File: src/rtl/cnn_frame_streamer.sv
// -----------------------------------------------------------------------------
// cnn_frame_streamer
//
// Reads a stored image out of a single-port BRAM (1-cycle read latency) and
// replays it as a raster pixel stream with sensor-like timing:
//
//   start -> [start-up delay] -> vsync pulse -> [vsync delay] ->
//            line 0 -> [hsync gap] -> line 1 -> ... -> last line ->
//            drain (BRAM + output register) -> frame_done
//
// It feeds the CNN accelerator line buffers and doubles as the stimulus
// source for the accelerator datapath.
//
// Ports
//   HCLK, HRESETn        clock (rising edge), asynchronous active-low reset
//   start                one-cycle frame request, honoured only in IDLE
//   q_width, q_height    frame geometry, latched at start
//   q_start_up_delay     idle cycles between start and vsync, latched
//   q_hsync_delay        idle cycles between consecutive lines, latched
//   q_base_addr          BRAM word address of pixel (0,0), latched
//   sram_en, sram_addr   BRAM read port (registered)
//   sram_rdata           BRAM read data, valid the cycle after sram_en
//   out_pixel/out_valid  pixel stream; out_pixel is 0 whenever out_valid is 0
//   out_vsync            frame sync pulse, VSYNC_CYCLE cycles wide
//   out_line_last        qualifies out_valid: last pixel of a line
//   out_frame_last       qualifies out_valid: last pixel of the frame
//   busy                 high from the cycle after start until DONE inclusive
//   frame_done           one-cycle pulse right after the last out_valid
//   dbg_state            current FSM state, for observation only
//
// Stream handshake: out_valid is a pure valid with no ready. The consumer
// must accept out_pixel in every cycle out_valid is high; the side-band
// flags out_line_last/out_frame_last are meaningful only in those cycles
// and are forced to 0 otherwise.
// -----------------------------------------------------------------------------
module cnn_frame_streamer #(
   parameter int W_DATA      = 32,
   parameter int W_SIZE      = 12,
   parameter int W_DELAY     = 12,
   parameter int W_WORD      = 14,
   parameter int VSYNC_CYCLE = 3,
   parameter int VSYNC_DELAY = 3
) (
   input  logic                HCLK,
   input  logic                HRESETn,
   input  logic                start,
   input  logic [W_SIZE-1:0]   q_width,
   input  logic [W_SIZE-1:0]   q_height,
   input  logic [W_DELAY-1:0]  q_start_up_delay,
   input  logic [W_DELAY-1:0]  q_hsync_delay,
   input  logic [W_WORD-1:0]   q_base_addr,
   output logic                sram_en,
   output logic [W_WORD-1:0]   sram_addr,
   input  logic [W_DATA-1:0]   sram_rdata,
   output logic [W_DATA-1:0]   out_pixel,
   output logic                out_valid,
   output logic                out_vsync,
   output logic                out_line_last,
   output logic                out_frame_last,
   output logic                busy,
   output logic                frame_done,
   output logic [2:0]          dbg_state
);

   typedef enum logic [2:0] {
      S_IDLE    = 3'd0,
      S_STARTUP = 3'd1,
      S_VSYNC   = 3'd2,
      S_VDELAY  = 3'd3,
      S_LINE    = 3'd4,
      S_HGAP    = 3'd5,
      S_DRAIN   = 3'd6,
      S_DONE    = 3'd7
   } state_t;

   // Sized constants keep every arithmetic/compare width-exact.
   localparam logic [W_SIZE-1:0]  SZ_ONE  = W_SIZE'(1);
   localparam logic [W_SIZE-1:0]  SZ_ZERO = '0;
   localparam logic [W_DELAY-1:0] DL_ONE  = W_DELAY'(1);
   localparam logic [W_DELAY-1:0] DL_ZERO = '0;
   localparam logic [W_WORD-1:0]  AD_ONE  = W_WORD'(1);
   // The delay counter counts up from 0; a timed state ends on its last value.
   localparam logic [W_DELAY-1:0] VS_LAST = W_DELAY'(VSYNC_CYCLE - 1);
   localparam logic [W_DELAY-1:0] VD_LAST = W_DELAY'(VSYNC_DELAY - 1);
   // DRAIN covers the BRAM read cycle plus the output register: it ends
   // when the counter reaches 1, so entering with 0 gives two cycles and
   // entering with 1 gives a single cycle (used by the zero-size frame).
   localparam logic [W_DELAY-1:0] DRAIN_LAST = W_DELAY'(1);

   // ---------------------------------------------------------------- state
   state_t              state_q,  state_d;
   logic [W_SIZE-1:0]   w_q,      w_d;
   logic [W_SIZE-1:0]   h_q,      h_d;
   logic [W_DELAY-1:0]  su_q,     su_d;
   logic [W_DELAY-1:0]  hd_q,     hd_d;
   logic [W_WORD-1:0]   base_q,   base_d;
   logic [W_SIZE-1:0]   col_q,    col_d;
   logic [W_SIZE-1:0]   row_q,    row_d;
   logic [W_DELAY-1:0]  dly_q,    dly_d;

   // ------------------------------------------------------ registered outputs
   logic                en_q,     en_d;
   logic [W_WORD-1:0]   addr_q,   addr_d;
   logic                vsync_q,  vsync_d;
   logic                busy_q,   busy_d;
   logic                done_q,   done_d;

   // ------------------------------------------------------- output pipeline
   // Stage 1 lines up with sram_rdata (cycle after the read was issued),
   // stage 2 is the output register.
   logic                valid_p1_q, valid_p1_d;
   logic                ll_p1_q,    ll_p1_d;
   logic                fl_p1_q,    fl_p1_d;
   logic                valid_q,    valid_d;
   logic [W_DATA-1:0]   pixel_q,    pixel_d;
   logic                ll_q,       ll_d;
   logic                fl_q,       fl_d;

   // Last-pixel decode for the read being issued this cycle.
   logic                line_last_now;
   logic                frame_last_now;

   always_comb begin
      line_last_now  = (col_q == (w_q - SZ_ONE));
      frame_last_now = line_last_now && (row_q == (h_q - SZ_ONE));
   end

   // -------------------------------------------------------- next-state logic
   // Outputs are computed from the transition being taken, so each one is
   // valid in the same cycle as the state it belongs to.
   always_comb begin
      state_d = state_q;
      w_d     = w_q;
      h_d     = h_q;
      su_d    = su_q;
      hd_d    = hd_q;
      base_d  = base_q;
      col_d   = col_q;
      row_d   = row_q;
      dly_d   = dly_q;
      en_d    = 1'b0;
      addr_d  = addr_q;
      vsync_d = 1'b0;
      busy_d  = busy_q;
      done_d  = 1'b0;
      ll_p1_d = 1'b0;
      fl_p1_d = 1'b0;

      case (state_q)
         S_IDLE: begin
            if (start) begin
               w_d    = q_width;
               h_d    = q_height;
               su_d   = q_start_up_delay;
               hd_d   = q_hsync_delay;
               base_d = q_base_addr;
               col_d  = SZ_ZERO;
               row_d  = SZ_ZERO;
               dly_d  = DL_ZERO;
               busy_d = 1'b1;
               if ((q_width == SZ_ZERO) || (q_height == SZ_ZERO)) begin
                  // Empty frame: one drain cycle, then DONE. No vsync, no reads.
                  state_d = S_DRAIN;
                  dly_d   = DRAIN_LAST;
               end else if (q_start_up_delay == DL_ZERO) begin
                  state_d = S_VSYNC;
                  vsync_d = 1'b1;
               end else begin
                  state_d = S_STARTUP;
               end
            end
         end

         S_STARTUP: begin
            if (dly_q == (su_q - DL_ONE)) begin
               state_d = S_VSYNC;
               vsync_d = 1'b1;
               dly_d   = DL_ZERO;
            end else begin
               dly_d = dly_q + DL_ONE;
            end
         end

         S_VSYNC: begin
            if (dly_q == VS_LAST) begin
               dly_d = DL_ZERO;
               if (VSYNC_DELAY == 0) begin
                  state_d = S_LINE;
                  en_d    = 1'b1;
                  addr_d  = base_q;
               end else begin
                  state_d = S_VDELAY;
               end
            end else begin
               vsync_d = 1'b1;
               dly_d   = dly_q + DL_ONE;
            end
         end

         S_VDELAY: begin
            if (dly_q == VD_LAST) begin
               state_d = S_LINE;
               en_d    = 1'b1;
               addr_d  = base_q;
               dly_d   = DL_ZERO;
            end else begin
               dly_d = dly_q + DL_ONE;
            end
         end

         S_LINE: begin
            // Every LINE cycle issues exactly one read (sram_en_q is high);
            // its line/frame flags enter the pipeline alongside it.
            ll_p1_d = line_last_now;
            fl_p1_d = frame_last_now;
            if (!line_last_now) begin
               col_d  = col_q + SZ_ONE;
               en_d   = 1'b1;
               addr_d = addr_q + AD_ONE;
            end else begin
               col_d = SZ_ZERO;
               if (frame_last_now) begin
                  state_d = S_DRAIN;
                  dly_d   = DL_ZERO;
               end else begin
                  row_d = row_q + SZ_ONE;
                  if (hd_q == DL_ZERO) begin
                     // Back-to-back lines: the address just keeps counting.
                     en_d   = 1'b1;
                     addr_d = addr_q + AD_ONE;
                  end else begin
                     state_d = S_HGAP;
                     dly_d   = DL_ZERO;
                  end
               end
            end
         end

         S_HGAP: begin
            if (dly_q == (hd_q - DL_ONE)) begin
               state_d = S_LINE;
               en_d    = 1'b1;
               addr_d  = addr_q + AD_ONE;
               dly_d   = DL_ZERO;
            end else begin
               dly_d = dly_q + DL_ONE;
            end
         end

         S_DRAIN: begin
            if (dly_q == DRAIN_LAST) begin
               state_d = S_DONE;
               done_d  = 1'b1;
               dly_d   = DL_ZERO;
            end else begin
               dly_d = dly_q + DL_ONE;
            end
         end

         S_DONE: begin
            state_d = S_IDLE;
            busy_d  = 1'b0;
         end

         default: begin
            state_d = S_IDLE;
            busy_d  = 1'b0;
         end
      endcase
   end

   // -------------------------------------------------------- output pipeline
   always_comb begin
      valid_p1_d = en_q;
      valid_d    = valid_p1_q;
      pixel_d    = valid_p1_q ? sram_rdata : '0;
      ll_d       = valid_p1_q & ll_p1_q;
      fl_d       = valid_p1_q & fl_p1_q;
   end

   // -------------------------------------------------------------- registers
   always_ff @(posedge HCLK or negedge HRESETn) begin
      if (!HRESETn) begin
         state_q    <= S_IDLE;
         w_q        <= '0;
         h_q        <= '0;
         su_q       <= '0;
         hd_q       <= '0;
         base_q     <= '0;
         col_q      <= '0;
         row_q      <= '0;
         dly_q      <= '0;
         en_q       <= 1'b0;
         addr_q     <= '0;
         vsync_q    <= 1'b0;
         busy_q     <= 1'b0;
         done_q     <= 1'b0;
         valid_p1_q <= 1'b0;
         ll_p1_q    <= 1'b0;
         fl_p1_q    <= 1'b0;
         valid_q    <= 1'b0;
         pixel_q    <= '0;
         ll_q       <= 1'b0;
         fl_q       <= 1'b0;
      end else begin
         state_q    <= state_d;
         w_q        <= w_d;
         h_q        <= h_d;
         su_q       <= su_d;
         hd_q       <= hd_d;
         base_q     <= base_d;
         col_q      <= col_d;
         row_q      <= row_d;
         dly_q      <= dly_d;
         en_q       <= en_d;
         addr_q     <= addr_d;
         vsync_q    <= vsync_d;
         busy_q     <= busy_d;
         done_q     <= done_d;
         valid_p1_q <= valid_p1_d;
         ll_p1_q    <= ll_p1_d;
         fl_p1_q    <= fl_p1_d;
         valid_q    <= valid_d;
         pixel_q    <= pixel_d;
         ll_q       <= ll_d;
         fl_q       <= fl_d;
      end
   end

   assign sram_en        = en_q;
   assign sram_addr      = addr_q;
   assign out_pixel      = pixel_q;
   assign out_valid      = valid_q;
   assign out_vsync      = vsync_q;
   assign out_line_last  = ll_q;
   assign out_frame_last = fl_q;
   assign busy           = busy_q;
   assign frame_done     = done_q;
   assign dbg_state      = state_q;

endmodule

File: config.mk
export PLATFORM = sky130hd
export DESIGN_NAME = cnn_frame_streamer
export DESIGN_NICKNAME = d
export VERILOG_FILES = /design/src/rtl/cnn_frame_streamer.sv
export SDC_FILE = /design/constraint.sdc
export NUM_CORES = 1
export LEC_CHECK = 0
export BUFFER_PORTS_ARGS = -buffer_cell sky130_fd_sc_hd__buf_2
export CELL_PAD_IN_SITES_DETAIL_PLACEMENT = 0
export CELL_PAD_IN_SITES_GLOBAL_PLACEMENT = 1
export CORE_ASPECT_RATIO = 0.9
export CORE_MARGIN = 8
export CORE_UTILIZATION = 46
export DETAILED_ROUTE_END_ITERATION = 10
export GPL_TIMING_DRIVEN = 0
export PLACE_DENSITY_LB_ADDON = 0.1
export SYNTH_ARGS = -nofsm -noshare
export SYNTH_HDL_FRONTEND = slang
export SYNTH_SLANG_ARGS = --single-unit
export TNS_END_PERCENT = 1
File: constraint.sdc
create_clock -name HCLK -period 6.26 [get_ports HCLK]
set_input_delay 0 -clock HCLK [delete_from_list [all_inputs] [get_ports HCLK]]
set_output_delay 0 -clock HCLK [all_outputs]
set_load 0.1 [all_outputs]
Word-level counts from Yosys, hierarchy flattened
Cells that the tools add are included.
{ "op_classes": {"n_bitwise": 2, "muxes": 53, "add_sub_neg": 8, "n_reduce_logical": 19, "n_eq_ne": 24} }
{ "ops": {"columns": ["operator", "n"], "rows": [
  ["two-way mux 12 bit", 12],
  ["one-hot mux 12 bit (6 select lines)", 1],
  ["two-way mux 14 bit", 5],
  ["equality test 12 bit", 4],
  ["logical NOT 12 bit", 4],
  ["one-hot mux 12 bit (2 select lines)", 2],
  ["subtractor 12 x 1 -> 12 bit (second input constant)", 4],
  ["one-hot mux 14 bit (3 select lines)", 1],
  ["adder 12 x 1 -> 12 bit (second input constant)", 3],
  ["two-way mux 32 bit", 1],
  ["two-way mux 3 bit", 10],
  ["one-hot mux 3 bit (8 select lines)", 1],
  ["two-way mux 1 bit", 16],
  ["inequality test 2 bit (second input constant)", 8],
  ["adder 14 x 1 -> 14 bit (second input constant)", 1],
  ["equality test 12 x 1 -> 1 bit (second input constant)", 1],
  ["equality test 12 x 2 -> 1 bit (second input constant)", 1],
  ["equality test 3 bit (second input constant)", 4],
  ["inequality test 3 bit (second input constant)", 3],
  ["AND reduction 4 bit", 2],
  ["AND reduction 8 bit", 1],
  ["equality test 3 x 2 -> 1 bit (second input constant)", 2],
  ["one-hot mux 1 bit (3 select lines)", 2],
  ["AND reduction 2 bit", 3],
  ["12 further kinds", 14]
]} }
{ "totals": {"output_inout_bits": 56, "elab_cells": 127, "reg_bits": 157, "inputBits": 97} }

Depth between registers and ports, before layout
Gate-level depths: netlist (run 1).
{ "depth": {"word_depth": 6, "depth_mapped": 13, "depth_no_buf": 12} }

Worst setup path before layout (run 1)
OpenSTA, ideal clock, no wires.
{ "synth_path": {"path_type": "reg-to-reg", "start": "register w_q[0]", "end": "register addr_q[0] (netlist: sram_addr[0])", "stages_incl_launch_ff": 14, "t_required_ns": 6.136, "setup_ns": 0.124, "t_arrival_ns": 3.126, "synth_period_minus_slack_ns": 3.250, "path_slack_ns": 3.010, "path_buffers": 1, "cell_sequence": "dfrtp_1 inv_1 ha_1 or4b_1 buf_2 and3_1 a311o_1 a2bb2oi_1 o31ai_4 o21ai_2 a211oi_4 inv_2 and3_1 a211o_1"} }
{ "synth_via": {"elab_chain_cells": 5, "word_cells_on_any_way": 8, "cone_classes": "1 x add/sub; 3 x eq/ne; 2 x mux; 2 x reduce/logical"} }
{ "synth_rtl": {"columns": ["element", "line_no", "text"], "rows": [
  ["from (decl)", "92", "logic [W_SIZE-1:0] w_q, w_d;"],
  ["from (signal assigned)", "307", "w_q <= w_d;"],
  ["subtractor 12 x 1 -> 12 bit *", "124", "line_last_now = (col_q == (w_q - SZ_ONE));"],
  ["equality test 12 bit *", "124", null],
  ["logical AND 1 bit", "125", "frame_last_now = line_last_now && (row_q == (h_q - SZ_ONE));"],
  ["inequality test 3 bit (no source line)", null, null],
  ["AND reduction 5 bit (no source line)", null, null],
  ["to (signal assigned)", "316", "addr_q <= addr_d;"],
  ["to (decl)", "103", "logic [W_WORD-1:0] addr_q, addr_d;"]
]} }
Every way passes the cells marked *; elsewhere a longest branch is shown, timed or not.
A chain may end at the register's enable or synchronous reset.

Final worst setup path (run 1)
Same ends and word-level chain as after synthesis.

==> results of run 1 <==
## stage by stage
stage / util (%) / setup slack (ns) / hold WS [ns] / power (mW)
after floorplan: - / 3.010 / -0.2956 / 3.745
after global placement: 52.12 / 2.515 / 0.1891 / 4.318
after detailed placement: 52.32 / 2.478 / -0.02543 / 4.351
after CTS: 60.57 / 2.460 / 0.1132 / 5.373
after global routing: 60.57 / 2.239 / 0.1352 / 5.718
final: 60.57 / 2.453 / 0.09957 / 5.345
## worst min path at each step
stage | cells after the start | endpoint | slack [ns]
floorplan | 0 | base_q[0]$_DFFE_PN0P_ | -0.30
global placement | 3 | hd_q[8]$_DFFE_PN0P_ | 0.19
detailed placement | 1 | dly_q[10]$_DFFE_PN0P_ | -0.03
CTS | 2 | dly_q[10]$_DFFE_PN0P_ | 0.11
global route | 2 | dly_q[10]$_DFFE_PN0P_ | 0.14
finish | 2 | dly_q[10]$_DFFE_PN0P_ | 0.1
## repair_timing
item	CTS	global route
hold endpoints to repair	155	0
resized for setup	0	0
hold buffers	96	0
## report_power, final
part | switching [mW] | internal (mW)
combinational | 1.78 | 0.871
sequential | 0.387 | 1.35
clock | 0.419 | 0.536
## cells in the mapped netlist (3+ instances only)
cell type,count
mux2i_1,7
and4_1,3
o22ai_1,4
or3_1,6
ha_1,10
nand2b_1,7
a21oi_1,31
o211a_1,3
a2bb2oi_1,5
a31oi_1,18
nand2_1,211
nor4_1,21
or2_2,3
clkbuf_1,37
nand4_1,8
inv_1,26
nor2_1,56
o211ai_1,4
nor3_2,3
o31ai_1,4
buf_1,5
o2111ai_1,3
nand3_1,32
xnor2_1,48
xor2_1,19
nor3_1,30
nor4b_1,3
and2_1,39
o21ai_0,66
and3_1,21
dfrtp_1,157
nor2b_1,7
nor3b_1,7
## flip-flops by register name, summed over array words and instances, names as in the netlist, 3 cells and up
signal / count
row_q: 12
h_q: 12
dbg_state: 3
out_pixel: 32
w_q: 12
base_q: 14
sram_addr: 14
dly_q: 12
su_q: 12
hd_q: 12
col_q: 12
## cells by family after synthesis
logic type | after synthesis
XOR/XNOR | 67
AND/OR/NAND/NOR | 473
buffers and inverters | 71
AO/OA/AOI/OAI | 167
flip-flops | 157
multiplexers | 8
adder cells (fa/ha/maj) | 10
## area by class of cell
type	count	area, µm²
fillers	1621	7166
multi-input cells	725	4205
flip-flops and latches	157	3929
repair buffers	249	1759
clock buffers	22	474.2
well taps	245	306.5
plain buffers	44	167.7
inverters	27	101.3
clock inverters	9	62.56
## metal layers
layer	vias to the layer above	GRT usage [%]
met3	28	3.765
met4	0	6.396
met1	3654	29.11
li1	3840	-
met2	154	34.92
met5	-	0
==> qor.txt, run 1 <==
Setup TNS: 0 ns
Share of the synthesized area in the top cell type: 46.75%
Final ANT Viol Nets: 0
Initial antenna violation count: 0
1st-iter DRT viols: 504
CP max stage delay: 0.45 ns
Crit Path Max Fanout: 7
Compound-cell area share of the yosys netlist: 13.06%
Row count: 47
Synth unique cells: 70
CP max stage cell: or4b_1
Pin count of the biggest net entering global routing: 98
CTS tree: yes
Met2 WL: 11620 µm
Worst R2R Setup Slack: 2.45 ns
Grt total ovfl: 0
Most frequent CP cell: and3_1
Core area: 18170 µm²
Vias in the first global route: 7558
Synth Register Bits: 157
Clock-pin transition on the worst setup and hold timing paths: 0.06 ns
Layout cell share with drive strength beyond 1: 16.38%
Worst slew pin tran: 0.7894 ns
First-pass GRT wire length: 38670 µm
Leakage power: 5.209 nW
Max-slew violations: 0
Most frequent cells in the layout: 211 x nand2_1, 157 x dfrtp_1, 153 x buf_2, 96 x dlygate4sd3_1, 66 x o21ai_0
Hold WC Path Type: in2async
VDD IR-drop max: 0.2868 mV
Crit. End Element: register
RSZ-0062 raised after global routing: no
Area delta synth->final: 30.97%
Cell count after synthesis: 953
Synth area leader: dfrtp_1
Vias per cell: 5.194
Worst-skew pair later-pin latency: 0.42 ns
Root Driver: clkbuf_16
Initial core utilization: 46.24%
Number of diodes: 0
Fin cells: 1478
Tcrit/Tclk final: 60.81%
DR DRC count: 0
Synthesized cell area: 8403 µm²
Avg Synthesized Cell Area: 8.817 µm²
Top cells by area, synth: dfrtp_1 47%, nand2_1 9.4%, xnor2_1 5.0%, o21ai_0 3.9%, and2_1 2.9%
Commonest non-fill, non-tap cell in the layout: nand2_1
H-tree levels: 4
Period minus WS final: 3.807 ns
Post-Layout Inst Area: 11010 µm²
Status: completed
Critical Path Start Type: register
CP Class: reg2reg
Slew HR: 47.18%
Worst Reg-to-Reg Cells: 13
PwrDens: 485.6 nW/µm²
Main combinational cell family by area after synthesis: simple AND/OR/NAND/NOR gates
Buf/Inv on CP: 3
Max Clock Freq: 262.7 MHz
WP depth: 13
Synth Area in Simple Gates: 27.55%
CP endpoint: sram_addr[0]$_DFFE_PN0P_
RR Endpoint: sram_addr[0]$_DFFE_PN0P_
Routed wire per std cell: 16.42 µm
Highest routed metal layer: met4
Primary FF master, synth: dfrtp_1
Buffers from clock root to sink, at most: 2
EDFF count, synth: 0
Crit-path cells: inv_1, ha_1, or4b_1, buf_2, and3_1, a311o_1, a2bb2oi_1, o31ai_4, o21ai_2, a211oi_4, inv_2, and3_1, a211o_1
Routed via count: 7676
Cts bufs inserted: 17
Register area share after synthesis: 46.75%
Net total in the final layout: 1328
Routed WL: 24270 µm
Synth Area in Adders: 1.489%
CP Data Required Time: 6.56 ns
Clk sink count: 157
Met1 wire length: 11370 µm
Endpoints failing setup: 0
PortBufs: 152
Net Count, Synth: 1060
Post-CTS Setup Inserts: 0
DP Area: 9508 µm²
Die height: 144.2 µm
DIE WIDTH: 158.5 µm
Worst path top cell family by delay: compound AO/OA/AOI/OAI gates
1st-pass router iterations: 5
Final clock skew: 0.01109 ns
Syn. warnings: 0
Post-DP HPWL: 16990 µm
XOR/XNOR share of the synthesized area: 6.983%
GPL Wtd Cong: 0.8271
Die ar.: 22850 µm²
IO Pins: 153
Post-synth ARST share: 100.0%
Fin. Hold Viols: 0
Max-cap violation count: 0
Post-synthesis mux area share: 0.9678%
WL met3: 825 µm
Crit. Startpoint: w_q[0]$_DFFE_PN0P_
GRT Resource Usage Total: 21.58%
# placed instances: 1351
Worst r2r src: w_q[0]$_DFFE_PN0P_
Critical Path AT: 4.11 ns
(Power assumes the default switching activity.)
==> run 2: changes to the inputs <==
- ABC_AREA: default -> 1
- CORE_UTILIZATION: 46 -> 37
- clock period: 6.26 -> 3.3 ns (I/O delays scaled with it)
==> run 2 against run 1 <==
Compared with the run above:
- worst setup slack worse by 1.9 ns
- combinational power is 120% higher
- global-route usage decreased by 3.0 points
- total power grew 100%
- final cell count is 28% higher
- clock skew grew 0.0058 ns
- largest cell class unchanged
- clock-buffer cell count shrank 5
- routed wire length is 14% higher
==> qor.txt, run 2 <==
Status: completed
Vias per cell: 4.625
Commonest non-fill, non-tap cell in the layout: nand2_1
Post-DP HPWL: 20780 µm
1st-iter DRT viols: 436
Row count: 55
Die ar.: 30360 µm²
Synth unique cells: 42
Buf/Inv on CP: 4
Net total in the final layout: 1641
Pin count of the biggest net entering global routing: 85
Post-synth top cells: 411 x nand2_1, 169 x inv_1, 157 x dfrtp_1
GRT Resource Usage Total: 18.59%
CTS resizes: 0
Most common cell in the netlist: nand2_1
Setup ws final: 0.5174 ns
RR Endpoint: h_q[5]$_DFFE_PN0P_
Most frequent CP cell: nor2_1
IO Pins: 153
Final ANT Viol Nets: 0
Routed wire per std cell: 14.71 µm
Worst Reg-to-Reg Cells: 9
Tcrit/Tclk final: 84.32%
Root Driver: clkbuf_16
Max-slew violations: 0
Fin cells: 1889
Share of the synthesized area in the top cell type: 42.41%
Top cells by area, synth: dfrtp_1 42%, nand2_1 17%, inv_1 6.8%, nand3_1 5.0%, nor2_1 4.1%
VDD IR-drop max: 0.7852 mV
WP depth: 9
First-pass GRT wire length: 45730 µm
PortBufs: 152
Primary FF master, synth: dfrtp_1
Buffers from clock root to sink, at most: 2
Critical Path AT: 3.13 ns
Max Clock Freq: 359.4 MHz
Synth area leader: dfrtp_1
RSZ-0062 raised after global routing: no
Most frequent cells in the layout: 411 x nand2_1, 169 x inv_1, 160 x buf_2, 157 x dfrtp_1, 100 x nor2_1
Layout cell share with drive strength beyond 1: 17.84%
Cell count after synthesis: 1267
DR DRC count: 0
Post-Layout Inst Area: 12020 µm²
Fin. Hold Viols: 0
Worst-skew pair later-pin latency: 0.44 ns
Crit-path cells: nor2_1, inv_1, nor2_1, inv_1, nor2_1, buf_2, buf_2, nand2_1, o21ai_0
Max-cap violation count: 0
Die height: 166.1 µm
Setup WS pre-CTS: 0.4757 ns
CTS tree: yes
# placed instances: 1762
PwrDens: 904.4 nW/µm²
Number of diodes: 0
Register area share after synthesis: 42.41%
Worst R2R Setup Slack: 0.52 ns
Avg Synthesized Cell Area: 7.312 µm²
Initial antenna violation count: 1
Clk sink count: 157
Critical Path Start Type: register
Hold WC Path Type: in2reg
Grt total ovfl: 0
CP max stage delay: 0.77 ns
Worst slew pin tran: 0.9941 ns
Crit Path Max Fanout: 10
Routed via count: 8736
Net Count, Synth: 1374
Synthesized cell area: 9264 µm²
Slew HR: 33.48%
Worst path top cell family by delay: simple AND/OR/NAND/NOR gates
EDFF count, synth: 0
DP Area: 10490 µm²
Worst r2r src: dbg_state[1]$_DFFE_PN0P_
GPL Wtd Cong: 0.8454
Cts bufs inserted: 17
Leakage power: 6.182 nW
CP max stage cell: nor2_1
CP Data Required Time: 3.65 ns
1st-pass router iterations: 5
H-tree levels: 4
Endpoints failing setup: 0
Max FFs per register: 32
Crit. End Element: register
Core area: 24840 µm²
Vias in the first global route: 8671
Area delta synth->final: 29.73%
Clock-pin transition on the worst setup and hold timing paths: 0.07 ns
Period minus WS final: 2.783 ns
Crit. Startpoint: dbg_state[1]$_DFFE_PN0P_
Initial core utilization: 37.29%
DIE WIDTH: 182.8 µm
CP Class: reg2reg
Syn. warnings: 0
Final clock skew: 0.01688 ns
Post-synth ARST share: 100.0%
CP endpoint: h_q[5]$_DFFE_PN0P_
Routed WL: 27790 µm
Synth Register Bits: 157
==> run 2: cell types whose count changed in the layout (fill, tap and decap cells not counted), sizes merged, moves of 16 or more <==
cell and change:
inv +157, and3 -21, nor3 -20, xnor2 -34, and2 -39, clkbuf -22
nand3 +67, a31oi -16, o21ai +36, nand2 +209, nor2 +61, a21oi -19
xor2 +22
==> run 2: how the worst min path moves through the flow <==
stage | from | end | slack, ns | depth (start not counted)
after CTS | start | row_q[0]$_DFFE_PN0P_ | 0.12 | 7
after detailed placement | HRESETn | out_pixel[15]$_DFF_PN0_ | 0.02 | 1
after floorplan | HRESETn | base_q[0]$_DFFE_PN0P_ | -0.30 | 0
after global placement | sram_rdata[28] | out_pixel[28]$_DFF_PN0_ | 0.19 | 3
after global routing | start | row_q[0]$_DFFE_PN0P_ | 0.15 | 7
final | start | row_q[0]$_DFFE_PN0P_ | 0.13 | 7
==> run 2: timing repair <==
action,in CTS,in global routing
buffers inserted,0,0
hold buffers,95,0
endpoints found under the hold margin,167,0
==> run 2: report_power, final <==
group / switching, mW / internal (mW)
Clock: 0.914 / 1.07
Combinational: 4.18 / 1.63
Sequential: 0.551 / 2.52
==> run 2: area by class of cell <==
| type | count | area [µm²] |
|---|---|---|
| Sequential cell | 157 | 3929 |
| Fill cell | 2499 | 12820 |
| Clock buffer | 17 | 425.4 |
| Inverter | 177 | 664.4 |
| Buffer | 34 | 178.9 |
| Multi-Input combinational cell | 899 | 4492 |
| Clock inverter | 15 | 151.4 |
| Tap cell | 342 | 427.9 |
| Timing Repair Buffer | 248 | 1749 |
==> run 2: kinds of logic (layout without fill, tap and decap cells) <==
family,count (synthesis),after routing,share of synthesized area [%]
AND/OR/NAND/NOR,697,697,32.82
buffers and inverters,211,491,9.103
flip-flops,157,157,42.41
adder cells (fa/ha/maj),10,10,1.351
XOR/XNOR,56,56,5.524
AO/OA/AOI/OAI,136,136,8.792
==> run 2: layer usage <==
metal  routed length, µm  global-route usage, %
met1               13970                  26.37
met2               12020                  28.53
met4                 212                  4.452
met3                1579                  3.828
met5                   0                      0
==> run 2: stage by stage <==
| step | util, % | power (mW) | hold WS [ns] | TNS [ns] |
|---|---|---|---|---|
| after floorplan | - | 7.488 | -0.2956 | 0 |
| after global placement | 42.08 | 8.815 | 0.1876 | -56.58 |
| after detailed placement | 42.23 | 8.853 | 0.02160 | 0 |
| after CTS | 48.38 | 10.96 | 0.1206 | 0 |
| after global routing | 48.38 | 11.79 | 0.1464 | 0 |
| final | 48.38 | 10.87 | 0.1329 | 0 |
==> run 2: worst register-to-register path: stages, from the launching register on <==
cell and delay [ns]:
dfrtp_1 0.43, nor2_1 0.12, inv_1 0.11, nor2_1 0.24
inv_1 0.12, nor2_1 0.77, buf_2 0.41, buf_2 0.33
nand2_1 0.11, o21ai_0 0.08
==> run 3: changes to the inputs <==
- clock period: 3.3 -> 2.55 ns (I/O delays scaled with it)
==> run 3 against run 2 <==
Compared with the run above:
- via count shrank 1.4%
- worst setup slack got worse by 0.37 ns
- routed wire length is 0.27% lower
- register-to-register slack got worse by 0.37 ns
- critical path depth increased by 6
- first-iteration DRC count shrank 1.4%
- sequential power rose by 30%
- clock-buffer cell count is 1 higher
- sequential share of layout area decreased by 0.29 points
- utilization grew 0.47 points
- critical endpoint is now sram_en$_DFF_PN0_
- highest routed layer unchanged
==> qor.txt, run 3 (synthesis gave the netlist of run 2 again) <==
Fillers: 2466
Clock-pin transition on the worst setup and hold timing paths: 0.07 ns
Buf/Inv on CP: 4
Max-slew violations: 0
CP max stage delay: 0.42 ns
Worst r2r src: w_q[0]$_DFFE_PN0P_
Worst Reg-to-Reg Cells: 15
Crit. End Element: register
Tcrit/Tclk final: 94.04%
Max FFs per register: 32
Post-DP HPWL: 20540 µm
Worst-skew pair later-pin latency: 0.43 ns
VDD IR-drop max: 0.9381 mV
CP Data Required Time: 2.85 ns
WP depth: 15
GRT Resource Usage Total: 18.62%
Hold WC Path Type: in2async
Net total in the final layout: 1644
Routed via count: 8615
Clk sink count: 157
Worst slew pin tran: 0.8929 ns
Initial core utilization: 37.29%
DR DRC count: 0
Die height: 166.1 µm
First-pass GRT wire length: 45510 µm
Leakage power: 6.187 nW
Total design power: 14.16 mW
PwrDens: 1167 nW/µm²
CTS tree: yes
Max-cap violation count: 0
GPL Wtd Cong: 0.8228
Layout cell share with drive strength beyond 1: 18.97%
Fin. Hold Viols: 0
CP endpoint: sram_en$_DFF_PN0_
CP Class: reg2reg
Most frequent cells in the layout: 411 x nand2_1, 165 x inv_1, 160 x buf_2, 155 x dfrtp_1, 96 x nor2_1
Final ANT Viol Nets: 0
Period minus WS final: 2.398 ns
Routed WL: 27710 µm
Routed wire per std cell: 14.65 µm
Slew HR: 39.92%
Row count: 55
Area delta synth->final: 30.98%
Worst R2R Setup Slack: 0.15 ns
Cts bufs inserted: 17
Root Driver: clkbuf_16
Final core area utilization: 48.84%
Crit-path cells: inv_2, ha_4, inv_1, nand2_1, nand2_1, xor2_1, nor2_1, nand3_1, nor2_1, nand3_1, nor2_4, nand3_4, nand2_4, buf_8, inv_1
DIE WIDTH: 182.8 µm
Vias in the first global route: 8480
Critical Path Start Type: register
1st-pass router iterations: 5
Core area: 24840 µm²
Initial antenna violation count: 0
Max Clock Freq: 417.0 MHz
Die ar.: 30360 µm²
Crit Path Max Fanout: 10
PortBufs: 152
RR Endpoint: sram_en$_DFF_PN0_
Crit. Startpoint: w_q[0]$_DFFE_PN0P_
Commonest non-fill, non-tap cell in the layout: nand2_1
Endpoints failing setup: 0
Pin count of the biggest net entering global routing: 116
IO Pins: 153
Final clock skew: 0.01680 ns
Buffers from clock root to sink, at most: 2
Status: completed
RSZ-0062 raised after global routing: yes
Worst path top cell family by delay: simple AND/OR/NAND/NOR gates
H-tree levels: 4
Number of diodes: 0
1st-iter DRT viols: 430
Critical Path AT: 2.69 ns
CP max stage cell: dfrtp_1
Vias per cell: 4.553
Grt total ovfl: 0
## run 3: cell count changes in the layout (fill, tap and decap cells not counted), sizes merged
| cell | delta |
|---|---|
| clkinv | +3 |
| inv | -6 |
| clkbuf | +1 |
| buf | +3 |
| clkinvlp | +2 |
## run 3: cell type report
cell class,instances,area (µm²),area share (%)
sequential,157,3931,32.40
tap,342,427.9,3.527
multi-input combinational,899,4583,37.77
buffer,34,183.9,1.516
inverter,177,669.4,5.517
clock buffer,18,429.2,3.537
timing repair buffer,251,1772,14.60
clock inverter,14,137.6,1.134
## run 3: metrics by stage
| stage | setup slack [ns] | hold slack [ns] | setup TNS (ns) | instances | instance area, µm² |
|---|---|---|---|---|---|
| after global placement | -1.469 | 0.1870 | -191.25 | 1761 | 10460 |
| after detailed placement | -0.3231 | -0.08763 | -15.32 | 1762 | 10490 |
| after floorplan | -0.003722 | -0.2956 | -0.003722 | 1267 | 9266 |
| after CTS | 0.006840 | 0.04871 | 0 | 1889 | 12040 |
| after global routing | -0.04943 | 0.08317 | -0.3988 | 1892 | 12130 |
| final | 0.1520 | 0.03887 | 0 | 1892 | 12130 |
## run 3: how the worst min path moves through the flow
stage	end
CTS	su_q[7]$_DFFE_PN0P_
floorplan	base_q[0]$_DFFE_PN0P_
detailed placement	out_pixel[18]$_DFF_PN0_
global placement	out_pixel[31]$_DFF_PN0_
finish	su_q[7]$_DFFE_PN0P_
global route	out_pixel[18]$_DFF_PN0_
## run 3: power breakdown
part / internal [mW] / leakage, nW / switching [mW]
logic: 2.20 / 3.88 / 5.45
registers: 3.27 / 2.04 / 0.722
clock network: 1.36 / 0.265 / 1.14
total: 6.84 / 6.19 / 7.32
## run 3: timing repair
action,4_1_cts,5_1_grt
setup buffers,0,3
pin swaps,0,2
gates resized for setup,9,17
hold endpoints to repair,251,0
hold buffers,95,0
setup endpoints to repair,99,66
## run 3: metal layers
layer / global-route usage, % / vias to the layer above / wire length, µm
met5: 0 / - / 0
met4: 4.700 / 0 / 267
met3: 4.090 / 19 / 1340
li1: - / 4523 / -
met1: 26.62 / 3900 / 14150
met2: 28.05 / 173 / 11950
